$ cat config.mk
export PLATFORM = sky130hd
export DESIGN_NAME = wb_rr_arbiter
export DESIGN_NICKNAME = d
export VERILOG_FILES = /design/src/rtl/wb_rr_arbiter.sv
export SDC_FILE = /design/constraint.sdc
export NUM_CORES = 1
export LEC_CHECK = 0
export ABC_CLOCK_PERIOD_IN_PS = 2920
export CELL_PAD_IN_SITES_DETAIL_PLACEMENT = 1
export CELL_PAD_IN_SITES_GLOBAL_PLACEMENT = 2
export CORE_AREA = 2 2 198 200
export DETAILED_ROUTE_END_ITERATION = 12
export DIE_AREA = 0 0 200 202
export PLACE_DENSITY = 0.82
export SYNTH_ARGS = -nofsm -noshare
export SYNTH_HDL_FRONTEND = slang
export SYNTH_SLANG_ARGS = --single-unit
$ cat constraint.sdc
create_clock -name clk_i -period 2.92 [get_ports clk_i]
set_input_delay 0.292 -clock clk_i [delete_from_list [all_inputs] [get_ports clk_i]]
set_output_delay 0.292 -clock clk_i [all_outputs]
set_load 0.01 [all_outputs]
$ cat src/rtl/wb_rr_arbiter.sv
// rtl/wb_rr_arbiter.sv - 4-master round-robin Wishbone arbiter; optional watchdog under WB_ARB_TIMEOUT_EN
module wb_rr_arbiter #(
   parameter int TIMEOUT_CYC = 256
) (
   input  logic         clk_i,
   input  logic         rst_n,
   input  logic [3:0]   m_wbd_cyc_i,
   input  logic [3:0]   m_wbd_stb_i,
   input  logic [3:0]   m_wbd_we_i,
   input  logic [3:0]   m_wbd_bry_i,
   input  logic [127:0] m_wbd_adr_i,
   input  logic [127:0] m_wbd_dat_i,
   input  logic [15:0]  m_wbd_sel_i,
   input  logic [39:0]  m_wbd_bl_i,
   input  logic [15:0]  m_wbd_tid_i,
   output logic [31:0]  m_wbd_dat_o,
   output logic [3:0]   m_wbd_ack_o,
   output logic [3:0]   m_wbd_lack_o,
   output logic [3:0]   m_wbd_err_o,
   output logic         s_wbd_cyc_o,
   output logic         s_wbd_stb_o,
   output logic         s_wbd_we_o,
   output logic         s_wbd_bry_o,
   output logic [31:0]  s_wbd_adr_o,
   output logic [31:0]  s_wbd_dat_o,
   output logic [3:0]   s_wbd_sel_o,
   output logic [9:0]   s_wbd_bl_o,
   output logic [3:0]   s_wbd_tid_o,
   input  logic [31:0]  s_wbd_dat_i,
   input  logic         s_wbd_ack_i,
   input  logic         s_wbd_lack_i,
   input  logic         s_wbd_err_i
);

   typedef enum logic {IDLE = 1'b0, BUSY = 1'b1} state_t;

   state_t     state, state_nxt;
   logic [1:0] gnt, gnt_nxt;
   logic [1:0] last_gnt, last_gnt_nxt;
   logic [3:0] req;
   logic [1:0] rr_idx;
   logic [1:0] rr_win;
   logic       rr_found;
   logic       timeout;
   logic       release_c;

   assign req = m_wbd_cyc_i & m_wbd_stb_i;

   // Search starts one past the last winner so every requester is reached within 4 grants.
   always_comb begin
      rr_found = 1'b0;
      rr_win   = 2'd0;
      rr_idx   = 2'd0;
      for (int i = 1; i <= 4; i++) begin
         rr_idx = last_gnt + 2'(i);
         if (!rr_found && req[rr_idx]) begin
            rr_found = 1'b1;
            rr_win   = rr_idx;
         end
      end
   end

`ifdef WB_ARB_TIMEOUT_EN
   logic [9:0] wd_cnt;

   assign timeout = (state == BUSY) && (wd_cnt == 10'(TIMEOUT_CYC - 1));

   always_ff @(posedge clk_i or negedge rst_n) begin
      if (!rst_n) begin
         wd_cnt <= '0;
      end else if (state != BUSY || s_wbd_ack_i || timeout) begin
         wd_cnt <= '0;
      end else if (m_wbd_cyc_i[gnt] && m_wbd_stb_i[gnt]) begin
         wd_cnt <= wd_cnt + 10'd1;
      end
   end
`else
   assign timeout = 1'b0;
`endif

   assign release_c = !m_wbd_cyc_i[gnt] || (s_wbd_ack_i && s_wbd_lack_i) || s_wbd_err_i || timeout;

   always_ff @(posedge clk_i or negedge rst_n) begin
      if (!rst_n) begin
         state    <= IDLE;
         gnt      <= 2'd0;
         last_gnt <= 2'd3;
      end else begin
         state    <= state_nxt;
         gnt      <= gnt_nxt;
         last_gnt <= last_gnt_nxt;
      end
   end

   always_comb begin
      state_nxt    = state;
      gnt_nxt      = gnt;
      last_gnt_nxt = last_gnt;
      s_wbd_cyc_o  = 1'b0;
      s_wbd_stb_o  = 1'b0;
      s_wbd_we_o   = 1'b0;
      s_wbd_bry_o  = 1'b0;
      s_wbd_adr_o  = '0;
      s_wbd_dat_o  = '0;
      s_wbd_sel_o  = '0;
      s_wbd_bl_o   = '0;
      s_wbd_tid_o  = '0;
      m_wbd_dat_o  = '0;
      m_wbd_ack_o  = '0;
      m_wbd_lack_o = '0;
      m_wbd_err_o  = '0;
      case (state)
         IDLE: begin
            if (rr_found) begin
               state_nxt = BUSY;
               gnt_nxt   = rr_win;
            end
         end
         BUSY: begin
            // A watchdog expiry pulls cyc/stb down in the same cycle it reports err.
            s_wbd_cyc_o       = m_wbd_cyc_i[gnt] & ~timeout;
            s_wbd_stb_o       = m_wbd_stb_i[gnt] & ~timeout;
            s_wbd_we_o        = m_wbd_we_i[gnt];
            s_wbd_bry_o       = m_wbd_bry_i[gnt];
            s_wbd_adr_o       = m_wbd_adr_i[gnt*32 +: 32];
            s_wbd_dat_o       = m_wbd_dat_i[gnt*32 +: 32];
            s_wbd_sel_o       = m_wbd_sel_i[gnt*4 +: 4];
            s_wbd_bl_o        = m_wbd_bl_i[gnt*10 +: 10];
            s_wbd_tid_o       = m_wbd_tid_i[gnt*4 +: 4];
            m_wbd_dat_o       = s_wbd_dat_i;
            m_wbd_ack_o[gnt]  = s_wbd_ack_i;
            m_wbd_lack_o[gnt] = s_wbd_lack_i;
            m_wbd_err_o[gnt]  = s_wbd_err_i | timeout;
            if (release_c) begin
               state_nxt    = IDLE;
               last_gnt_nxt = gnt;
            end
         end
         default: state_nxt = IDLE;
      endcase
   end

endmodule

==> summary.txt, run 1 <==
Critical path
  • Crit end category: output port
  • Worst-path maximum fanout: 49
  • Startpoint Class: flip-flop
  • CP required: 2630 ps
  • Crit path DAT: 2300 ps
  • Worst Reg-to-Reg Cells: 4
  • Critical path type: flip-flop to output port

Pwr
  • Pleak: 3.064 nW
  • Design Power: 5.349 mW
  • Maximum vdd drop: 592.1 uV
  • Pwr per Cell Area: 592.7 nW/um^2

Die
  • Io pins: 511
  • Initial Util: 8.585%
  • DIE AREA: 40400 um^2
  • Die Span Y: 202 um
  • Die boundary width: 200 um
  • Core outline area: 38290 um^2
  • Placement Rows: 72

Clocking
  • Clk buf depth: 2
  • Hold-fix buffers, CTS: 0
  • Clk slew on worst S/H paths: 30 ps
  • CTS tree: yes
  • Post-cts sizing count: 0
  • Worst skew pair latency: 230 ps
  • CTS Root Cell: clkbuf_16
  • Setup Buffers After CTS: 0
  • CTS Buf Count: 3
  • CTS Sinks: 5
  • # H-tree levels: 1

STA
  • Post-route minimum period: 2588 ps
  • Hold Vio Cnt, Final: 0
  • Max_slew headroom: 64.44%
  • Final-report setup violation count: 0
  • Clock Skews: 0.7941 ps
  • Worst slew pin tran: 533.4 ps
  • Setup TNS: 0 ps
  • Final WS setup: 332.4 ps
  • Period utilization: 88.62%
  • Slew Viols, Final: 0
  • Max Freq: 386.5 MHz
  • Unrepaired setup endpoints after global routing: false
  • Worst hold margin: 306.1 ps

Synthesis
  • Synth top area share: 58.24%
  • Post-synthesis net count: 663
  • Synth Warn #: 0
  • Unique masters post-synth: 24
  • Synth top area cells: mux4_2 58%, and2_1 24%, buf_6 3.4%
  • Seq/Total Area, Yosys: 3.883%
  • Cell taking the most area after synthesis: mux4_2
  • Register bit total from synthesis: 5
  • Mapped cell area: 3287 um^2
  • Syn_area_per_cell: 11.66 um^2
  • Mapped Cells: 282

Route
  • DRC viols: 0
  • Initial drt markers: 140
  • Vias/cell: 3.637
  • Total Routed Length: 23720 um
  • DRT Pass-1 Iters: 4
  • Drt wl/cell: 18.37 um
  • DRT antenna net count: 0
  • Via Count: 4695

Place
  • HPWL after detailed placement: 21060 um
  • # placed instances: 1283
  • RePlAce Congestion: 0.8156
  • Pre-CTS worst setup slack: 529.0 ps
  • Placed Area: 8936 um^2
  • IO Port Bufs: 510

Layout
  • Area grow syn2layout: 174.6%
  • Post-route cell area: 9025 um^2
  • Util after Layout: 23.57%
  • # fillers: 4434
  • Share of cells above drive strength 1: 13.26%
  • Most frequent cells in the layout: 510 x clkdlybuf4s50_1, 128 x and2_1, 85 x mux4_2
  • Fin cells: 1291
  • NumNets Final: 1151
  • Commonest non-fill, non-tap cell in the layout: clkdlybuf4s50_1

GRT
  • Antenna violations before repair: 3
  • GRT Overall Usage: 10.81%
  • First-pass GRT wire length: 32540 um
  • Vias in the first global route: 5262
  • GRT overflow: 0
  • Largest net degree at the start of global routing: 64

Hold path
  • Worst hold-check path type: input port to async pin

Status
  • Status: finished, final reports clean

Job
  • Max-cap viol count: 0
## cell type report
class | count | area (um^2) | share of cell area, %
sequential | 5 | 138.9 | 1.539
clock buffer | 4 | 78.83 | 0.8734
tap | 518 | 648.1 | 7.181
timing repair buffer | 516 | 5200 | 57.62
antenna | 4 | 10.01 | 0.1109
multi-input combinational | 244 | 2949 | 32.68
## registers in the layout, indices dropped and copies added (netlist names)
name and cells:
gnt 2, last_gnt 2, state 1
## critical path: stages, from the launching register on
cell and delay [ps]:
dfrtp_4 430, buf_12 310, mux4_2 570, and2_1 170, clkdlybuf4s50_1 490
## logic make-up after synthesis
family / synth area share [%]
AO/OA/AOI/OAI: 2.398
buffers and inverters: 6.395
AND/OR/NAND/NOR: 26.91
multiplexers: 60.41
flip-flops: 3.883
## power breakdown
group / leakage, nW / switching, mW / internal [mW]
Combinational: 2.97 / 1.91 / 3.03
Clock: 0.0382 / 0.0448 / 0.181
Sequential: 0.0539 / 0.0596 / 0.128
Total: 3.06 / 2.01 / 3.34
## cell usage after synthesis
| library cell | n |
|---|---|
| mux4_1 | 1 |
| a21boi_2 | 1 |
| nor2_1 | 1 |
| a21o_1 | 1 |
| nor2b_1 | 2 |
| and3_1 | 4 |
| o41ai_1 | 1 |
| dfrtp_1 | 3 |
| dfstp_2 | 2 |
| nor3b_1 | 1 |
| or3b_1 | 1 |
| a311oi_1 | 1 |
| clkbuf_1 | 14 |
| a21oi_1 | 2 |
| buf_2 | 9 |
| a32oi_1 | 1 |
| a22oi_1 | 2 |
| mux4_2 | 85 |
| buf_6 | 10 |
| mux2_2 | 2 |
| o221ai_1 | 1 |
| mux2_1 | 2 |
| nand2_1 | 7 |
| and2_1 | 128 |
## layer usage
layer  GRT usage (%)  up-vias  wire length [um]
li1                -     2083                 -
met1           12.15     2304              8976
met2           20.55      290             12230
met3           2.570       18              2136
met4           1.958        0               378
met5               0        -                 0
## final timing paths
check | from | end | slack [ps]
setup / recovery | gnt[0]$_DFFE_PN0P_ | s_wbd_dat_o[24] | 330
hold / removal | rst_n | gnt[0]$_DFFE_PN0P_ | 310
setup reg to reg | gnt[0]$_DFFE_PN0P_ | last_gnt[0]$_DFFE_PN1P_ | 1170
hold reg to reg | gnt[1]$_DFFE_PN0P_ | gnt[1]$_DFFE_PN0P_ | 650
max in group asynchronous | rst_n | last_gnt[1]$_DFFE_PN1P_ | 2350
min in group clk_i | gnt[1]$_DFFE_PN0P_ | gnt[1]$_DFFE_PN0P_ | 650
(Power assumes the default switching activity.)
==> run 2, diff against run 1 <==
==> config.mk (replaced) <==
export PLATFORM = sky130hd
export DESIGN_NAME = wb_rr_arbiter
export DESIGN_NICKNAME = d
export VERILOG_FILES = /design/src/rtl/wb_rr_arbiter.sv
export SDC_FILE = /design/constraint.sdc
export NUM_CORES = 1
export LEC_CHECK = 0
export ABC_CLOCK_PERIOD_IN_PS = 2200
export CELL_PAD_IN_SITES_DETAIL_PLACEMENT = 1
export CELL_PAD_IN_SITES_GLOBAL_PLACEMENT = 2
export CORE_AREA = 3 3 197 199
export DETAILED_ROUTE_END_ITERATION = 12
export DIE_AREA = 0 0 200 202
export PLACE_DENSITY = 0.86
export SYNTH_ARGS = -nofsm -noshare
export SYNTH_HDL_FRONTEND = slang
export SYNTH_SLANG_ARGS = --single-unit
==> constraint.sdc (replaced) <==
create_clock -name clk_i -period 2.2 [get_ports clk_i]
set_input_delay 0.44 -clock clk_i [delete_from_list [all_inputs] [get_ports clk_i]]
set_output_delay 0.44 -clock clk_i [all_outputs]
set_load 0.01 [all_outputs]
==> run 2 against run 1 <==
Net effect: the flow now finishes with violations (negative setup slack); clock power rose by 34%; clock skew fell by 0.59 ps; first-iteration DRC count fell by 15%; non-clock buffer count rose by 71; highest routed layer is now met5; register-to-register slack got worse by 1100 ps; die area did not move; power rose by 78%; cell area rose by 11%; worst hold slack improved by 130 ps; utilization rose by 3.2 points; final cell count rose by 4.7%.
==> summary.txt, run 2 (synthesis results as in run 1) <==
Status
  • Status: finished, violations left
  • Failing checks: negative setup slack

Place
  • Placed Area: 9328 um^2 (+4.4%)
  • RePlAce Congestion: 0.8522 (+4.5%)
  • # placed instances: 1318 (+2.7%)
  • HPWL after detailed placement: 22690 um (+7.8%)
  • IO Port Bufs: 510 (unchanged)

Layout
  • Top Registers: gnt (2), last_gnt (2), state (1)
  • Commonest non-fill, non-tap cell in the layout: clkdlybuf4s50_1
  • NumNets Final: 1222 (+6.2%)
  • Area grow syn2layout: 204.1%
  • Share of cells above drive strength 1: 38.93% (+26 points)
  • Most frequent cells in the layout: 407 x clkdlybuf4s50_1, 85 x mux4_2, 72 x and2_1
  • Fin cells: 1352 (+4.7%)
  • Post-route cell area: 9996 um^2 (+11%)
  • Util after Layout: 26.73% (+3.2 points)

Pwr
  • Psw: 3.490 mW (+73%)
  • Maximum vdd drop: 399.0 uV (-33%)
  • Pleak: 3.885 nW (+27%)
  • Pint: 6.039 mW (+81%)
  • Clock share of power: 3.2% (-1.0 points)
  • Sw Share: 36.62% (-0.98 points)
  • Pwr per Cell Area: 953.3 nW/um^2 (+61%)
  • Comb pwr share: 94.1% (+1.8 points)
  • Part of the power in registers: 2.7% (-0.8 points)

Route
  • Drt wl/cell: 20.22 um (+10%)
  • DRT Pass-1 Iters: 4 (unchanged)
  • DRT antenna net count: 0 (unchanged)
  • Via Count: 4970 (+5.9%)
  • Total Routed Length: 27340 um (+15%)
  • DRC viols: 0 (unchanged)
  • Vias/cell: 3.676 (+1.1%)
  • Initial drt markers: 119 (-15%)

Die
  • Placement Rows: 71 (-1.4%)
  • Core outline area: 37400 um^2 (-2.3%)
  • Die Span Y: 202 um (unchanged)
  • DIE AREA: 40400 um^2 (unchanged)
  • Die boundary width: 200 um (unchanged)
  • Io pins: 511 (unchanged)
  • Initial Util: 8.789% (+0.20 points)

GRT
  • Largest net degree at the start of global routing: 66 (+3.1%)
  • Antenna violations before repair: 4 (+1)
  • GRT overflow: 0 (unchanged)
  • Vias in the first global route: 5663 (+7.6%)
  • First-pass GRT wire length: 36510 um (+12%)
  • GRT Overall Usage: 12.09% (+1.3 points)

STA
  • Max_slew headroom: 77.90% (+13 points)
  • Hold Vio Cnt, Final: 0 (unchanged)
  • Period utilization: 106.9%
  • Post-route minimum period: 2352 ps
  • Clock Skews: 0.1992 ps (-0.5949 ps)
  • Worst slew pin tran: 327.2 ps (-206.2 ps)
  • Setup TNS: -5885 ps (-5885 ps)
  • Unrepaired setup endpoints after global routing: true
  • Final-report setup violation count: 76 (+76)
  • Slew Viols, Final: 0 (unchanged)
  • Max Freq: 425.2 MHz
  • Final WS setup: -151.6 ps (-484.0 ps)

Clocking
  • Clk slew on worst S/H paths: 30 ps (about the same)
  • # H-tree levels: 1 (unchanged)
  • CTS tree: yes
  • Clk buf depth: 2 (unchanged)
  • CTS Buf Count: 3 (unchanged)
  • Hold-fix buffers, CTS: 0 (unchanged)
  • CTS Root Cell: clkbuf_16
  • Worst skew pair latency: 230 ps (about the same)
  • CTS Sinks: 5 (unchanged)

Critical path
  • CP required: 1760 ps (-870 ps)
  • Crit path launch: gnt[0]$_DFFE_PN0P_
  • Critical path type: flip-flop to output port
  • Crit path DAT: 1910 ps (-390 ps)
  • Crit end category: output port
  • Critical R2R Launch: gnt[1]$_DFFE_PN0P_
  • R2R setup slack: 70 ps (-1100 ps)
  • Worst-path maximum fanout: 7 (-86%)
  • Startpoint Class: flip-flop

Hold path
  • Worst hold-check path type: input port to async pin

Job
  • Max-cap viol count: 0 (unchanged)
[run 2: cell count changes in the layout (fill, tap and decap cells not counted), moves of 17 or more]
cell	change
and2_4	+56
buf_2	+33
buf_12	+17
clkdlybuf4s50_1	-103
buf_4	+29
and2_1	-56
buf_6	+68
[run 2: cell type report]
| cell class | instances | area, um^2 |
|---|---|---|
| antenna | 1 | 2.502 |
| clock buffer | 4 | 78.83 |
| fill | 4239 | 27400 |
| multi-input combinational | 244 | 3114 |
| sequential | 5 | 138.9 |
| tap | 511 | 639.4 |
| timing repair buffer | 587 | 6022 |
[run 2: path summary, 6_finish.rpt]
kind / endpoint / cells past startpoint
min in group clk_i: last_gnt[1]$_DFFE_PN1P_ / 1
worst min register to register: last_gnt[1]$_DFFE_PN1P_ / 1
worst max-delay path: s_wbd_tid_o[2] / 6
worst min-delay path: gnt[1]$_DFFE_PN0P_ / 1
max in group asynchronous: last_gnt[0]$_DFFE_PN1P_ / 1
worst max register to register: last_gnt[0]$_DFFE_PN1P_ / 7
[run 2: what timing repair did]
item / 4_1_cts / 5_1_grt
buffers inserted: 20 / 7
gates resized for setup: 483 / 83
pin swaps: 47 / 6
setup endpoints to repair: 98 / 100
gates cloned: 4 / 4
[run 2: through the flow]
| step | hold slack (ps) | setup slack (ps) | power, mW |
|---|---|---|---|
| 2_1_floorplan | 144.4 | 434.9 | 3.902 |
| 3_3_place_gp | 620.6 | -484.2 | 7.671 |
| 3_5_place_dp | 638.6 | -492.4 | 7.753 |
| 4_1_cts | 434.1 | -189.1 | 9.108 |
| 5_1_grt | 456.5 | -211.3 | 10.15 |
| 6_report | 435.1 | -151.6 | 9.529 |
[run 2: critical path, cell delays in order (launching register included)]
cell	delay, ps
dfrtp_4	460
buf_12	170
buf_12	150
buf_8	110
mux4_2	490
and2_4	170
buf_6	110
[run 2: power by group through the flow]
stage / logic, mW / registers, mW / clock network [mW]
6_report: 8.97 / 0.258 / 0.302
5_1_grt: 9.57 / 0.268 / 0.314
2_1_floorplan: 3.71 / 0.192 / 0
3_3_place_gp: 7.42 / 0.250 / 0
4_1_cts: 8.54 / 0.262 / 0.302
3_5_place_dp: 7.50 / 0.255 / 0
[run 2: per-layer routing]
layer  GRT usage [%]  part of all wire [%]
met1           13.55                    37
met2           23.20                    52
met3           3.417                   9.7
met4           1.221                  0.89
met5               0                  0.21
==> run 3, diff against run 2 <==
==> config.mk (replaced) <==
export PLATFORM = sky130hd
export DESIGN_NAME = wb_rr_arbiter
export DESIGN_NICKNAME = d
export VERILOG_FILES = /design/src/rtl/wb_rr_arbiter.sv
export SDC_FILE = /design/constraint.sdc
export NUM_CORES = 1
export LEC_CHECK = 0
export ABC_AREA = 1
export ABC_CLOCK_PERIOD_IN_PS = 2200
export CELL_PAD_IN_SITES_DETAIL_PLACEMENT = 1
export CELL_PAD_IN_SITES_GLOBAL_PLACEMENT = 2
export CORE_AREA = 3 3 198 200
export DETAILED_ROUTE_END_ITERATION = 12
export DIE_AREA = 0 0 201 203
export PLACE_DENSITY = 0.84
export SYNTH_ARGS = -nofsm -noshare
export SYNTH_HDL_FRONTEND = slang
export SYNTH_SLANG_ARGS = --single-unit
==> run 3 against run 2 <==
Net effect: the run still ends with negative setup slack left; clock power up 2%; global-route usage is 3.1 points higher; non-clock buffer count rose by 26; combinational power increased by 18%; register-to-register slack gained 320 ps; cell area up 0.49%; final cell count rose by 21%; critical path type unchanged; critical endpoint is now s_wbd_cyc_o.
==> summary.txt, run 3 <==
Status
  • Status: finished, violations left
  • Failing checks: negative setup slack

Clocking
  • Clk slew on worst S/H paths: 30 ps (about the same)
  • Hold-fix buffers, CTS: 0 (unchanged)
  • # H-tree levels: 1 (unchanged)
  • Clk buf depth: 2 (unchanged)
  • Worst skew pair latency: 230 ps (about the same)
  • CTS Sinks: 5 (unchanged)
  • CTS tree: yes
  • CTS Buf Count: 3 (unchanged)
  • CTS Root Cell: clkbuf_16

Critical path
  • Crit path DAT: 1840 ps (-70 ps)
  • Worst-path maximum fanout: 5 (-2)
  • Crit end category: output port
  • Crit path top cell by count: buf_6
  • CP peak stage delay: 460 ps (-30 ps)
  • Critical path, cell by cell: nor2_4, buf_6, buf_16, buf_6, a22oi_2, a31oi_1, buf_4, buf_12
  • R2R setup slack: 390 ps (+320 ps)
  • Startpoint Class: flip-flop
  • CP required: 1760 ps (about the same)
  • Critical path type: flip-flop to output port
  • Slowest CP cell: dfrtp_2

Die
  • Io pins: 511 (unchanged)
  • Die boundary width: 201 um (+0.50%)
  • Initial Util: 7.901% (-0.89 points)
  • DIE AREA: 40800 um^2 (+1.0%)
  • Core outline area: 37580 um^2 (+0.48%)
  • Die Span Y: 203 um (+0.50%)
  • Placement Rows: 71 (unchanged)

Synthesis
  • Xor and xnor area share after synthesis: 0% (unchanged)
  • Mapped cell area: 2969 um^2 (-9.7%)
  • Ys flop type: dfrtp_1
  • Seq/Total Area, Yosys: 4.298% (+0.42 points)
  • Post-synthesis net count: 936 (+41%)
  • Syn_area_per_cell: 5.350 um^2 (-54%)
  • Post-Synth Simple-Gate Area: 37.13% (+10 points)
  • Synth Area in Adders: 0% (unchanged)
  • Synth Warn #: 0 (unchanged)
  • Cell taking the most area after synthesis: nand2_1
  • Register bit total from synthesis: 5 (unchanged)
  • Unique masters post-synth: 26 (+8.3%)
  • Compound-Gate Fraction of Synth Area: 43.03% (+41 points)
  • Dominant cell by count in the synthesized netlist: nand2_1
  • Synth top cells by count: 239 x nand2_1, 86 x a31oi_1, 76 x a22oi_1
  • Synth top area share: 30.21% (-28 points)
  • Post-synthesis mux area share: 0% (-60 points)
  • Mapped Cells: 555 (+97%)
  • Synth top area cells: nand2_1 30%, a22oi_1 19%, a31oi_1 18%
  • Asr flop ratio synth: 100.0% (unchanged)
  • Main combinational cell family by area after synthesis: compound AO/OA/AOI/OAI gates
  • Post-synth EDFFs: 0 (unchanged)

Route
  • DRT Pass-1 Iters: 4 (unchanged)
  • Initial drt markers: 188 (+58%)
  • Vias/cell: 4.045 (+10%)
  • Via Count: 6621 (+33%)
  • DRC viols: 0 (unchanged)
  • Total Routed Length: 33550 um (+23%)
  • Drt wl/cell: 20.49 um (+1.3%)
  • DRT antenna net count: 0 (unchanged)

Place
  • Placed Area: 9055 um^2 (-2.9%)
  • HPWL after detailed placement: 25100 um (+11%)
  • IO Port Bufs: 510 (unchanged)
  • RePlAce Congestion: 0.8662 (+1.6%)

Hold path
  • Worst hold-check path type: input port to async pin

STA
  • Setup TNS: -564.2 ps (+5321 ps)
  • Worst slew pin tran: 327.6 ps (+0.3518 ps)
  • Max Freq: 438.5 MHz (+3.1%)
  • Final WS setup: -80.61 ps (+70.97 ps)
  • Max_slew headroom: 78.16% (+0.26 points)
  • Period utilization: 103.7% (-3.2 points)
  • Unrepaired setup endpoints after global routing: true
  • Final-report setup violation count: 22 (-71%)
  • Hold Vio Cnt, Final: 0 (unchanged)
  • Slew Viols, Final: 0 (unchanged)
  • Post-route minimum period: 2281 ps (-70.97 ps)
  • Clock Skews: 0.1368 ps (-0.06245 ps)

Pwr
  • Pwr per Cell Area: 1115 nW/um^2 (+17%)
  • Maximum vdd drop: 492.1 uV (+23%)
  • Pleak: 4.078 nW (+5.0%)

Layout
  • Top Registers: gnt (2), last_gnt (2), state (1)
  • # fillers: 4554 (+7.4%)
  • Most frequent cells in the layout: 412 x clkdlybuf4s50_1, 239 x nand2_1, 70 x a31oi_1, 70 x buf_2, 50 x a22oi_2
  • Commonest non-fill, non-tap cell in the layout: clkdlybuf4s50_1
  • Share of cells above drive strength 1: 24.98% (-14 points)
  • Post-route cell area: 10040 um^2 (+0.49%)
  • Area grow syn2layout: 238.3%
  • NumNets Final: 1503 (+23%)

Job
  • Max-cap viol count: 0 (unchanged)

GRT
  • GRT overflow: 0 (unchanged)
  • First-pass GRT wire length: 47170 um (+29%)
  • Antenna violations before repair: 7 (+3)
  • Largest net degree at the start of global routing: 47 (-29%)
  • Vias in the first global route: 7265 (+28%)
  • GRT Overall Usage: 15.19% (+3.1 points)
-- run 3: cell types whose count changed after synthesis, moves of 10 or more --
cell     change
inv_1       +35
and2_1     -127
nand2_1    +232
nor2_1      +16
buf_4       +15
mux4_2      -85
a22oi_2     +10
a22oi_1     +74
a31oi_1     +86
nand3_1     +13
-- run 3: stage by stage --
| stage | power (mW) | util [%] | setup WS, ps | hold WS (ps) | cells |
|---|---|---|---|---|---|
| after floorplan | 3.931 | - | 480.6 | 144.4 | 555 |
| after global placement | 8.850 | 24.10 | -265.0 | 574.8 | 1581 |
| after detailed placement | 8.938 | 24.10 | -343.2 | 582.0 | 1581 |
| after CTS | 10.66 | 25.83 | -147.8 | 451.9 | 1620 |
| after global routing | 11.97 | 26.70 | -159.0 | 456.3 | 1633 |
| final | 11.20 | 26.73 | -80.61 | 445.0 | 1637 |
-- run 3: critical path: cells and delay by family (launching register included) --
family	cells	cell delay, ps
AOI/OAI and AO/OA	2	290
buffers and inverters	5	660
DFF	1	460
and+or+nand+nor	1	190
-- run 3: kinds of logic (layout without fill, tap and decap cells) --
group           Yosys count  count (layout)
simple gates            279             279
buf+inv                  92             658
other cells               0               5
compound gates          179             179
flops                     5               5
-- run 3: layer usage --
metal | routed length, um | vias up | global-route usage (%)
met4 | 1391 | 0 | 5.496
met2 | 16890 | 347 | 27.61
met3 | 2468 | 49 | 4.185
met1 | 12800 | 3123 | 16.95
li1 | - | 3102 | -
met5 | 0 | - | 0
-- run 3: where the power goes --
group | switching (mW) | internal (mW) | leakage (nW) | total [mW]
Sequential | 0.102 | 0.162 | 0.0541 | 0.264
Combinational | 5.26 | 5.37 | 3.99 | 10.6
Clock | 0.0667 | 0.241 | 0.0382 | 0.308
Total | 5.43 | 5.78 | 4.08 | 11.2
-- run 3: worst paths after layout --
check,start,end,cells past startpoint
worst max-delay path,gnt[1]$_DFFE_PN0P_,s_wbd_cyc_o,8
worst min-delay path,rst_n,gnt[0]$_DFFE_PN0P_,1
worst max register to register,gnt[0]$_DFFE_PN0P_,last_gnt[0]$_DFFE_PN1P_,10
worst min register to register,last_gnt[1]$_DFFE_PN1P_,last_gnt[1]$_DFFE_PN1P_,2
max in group asynchronous,rst_n,last_gnt[0]$_DFFE_PN1P_,1
min in group clk_i,last_gnt[1]$_DFFE_PN1P_,last_gnt[1]$_DFFE_PN1P_,2
-- run 3: final cells by class --
class / count / area, um^2 / area share, %
Multi-Input combinational cell: 458 / 2733 / 27.20
Sequential cell: 5 / 131.4 / 1.308
Inverter: 41 / 167.7 / 1.669
Antenna cell: 5 / 12.51 / 0.1246
Timing Repair Buffer: 613 / 6282 / 62.54
Clock buffer: 4 / 78.83 / 0.7848
Tap cell: 511 / 639.4 / 6.365
-- run 3: repair_timing --
item / 4_1_cts / 5_1_grt
cloned: 12 / 3
gates resized for setup: 406 / 82
setup endpoints to repair: 93 / 89
pin swaps: 21 / 22
buffers inserted: 25 / 11
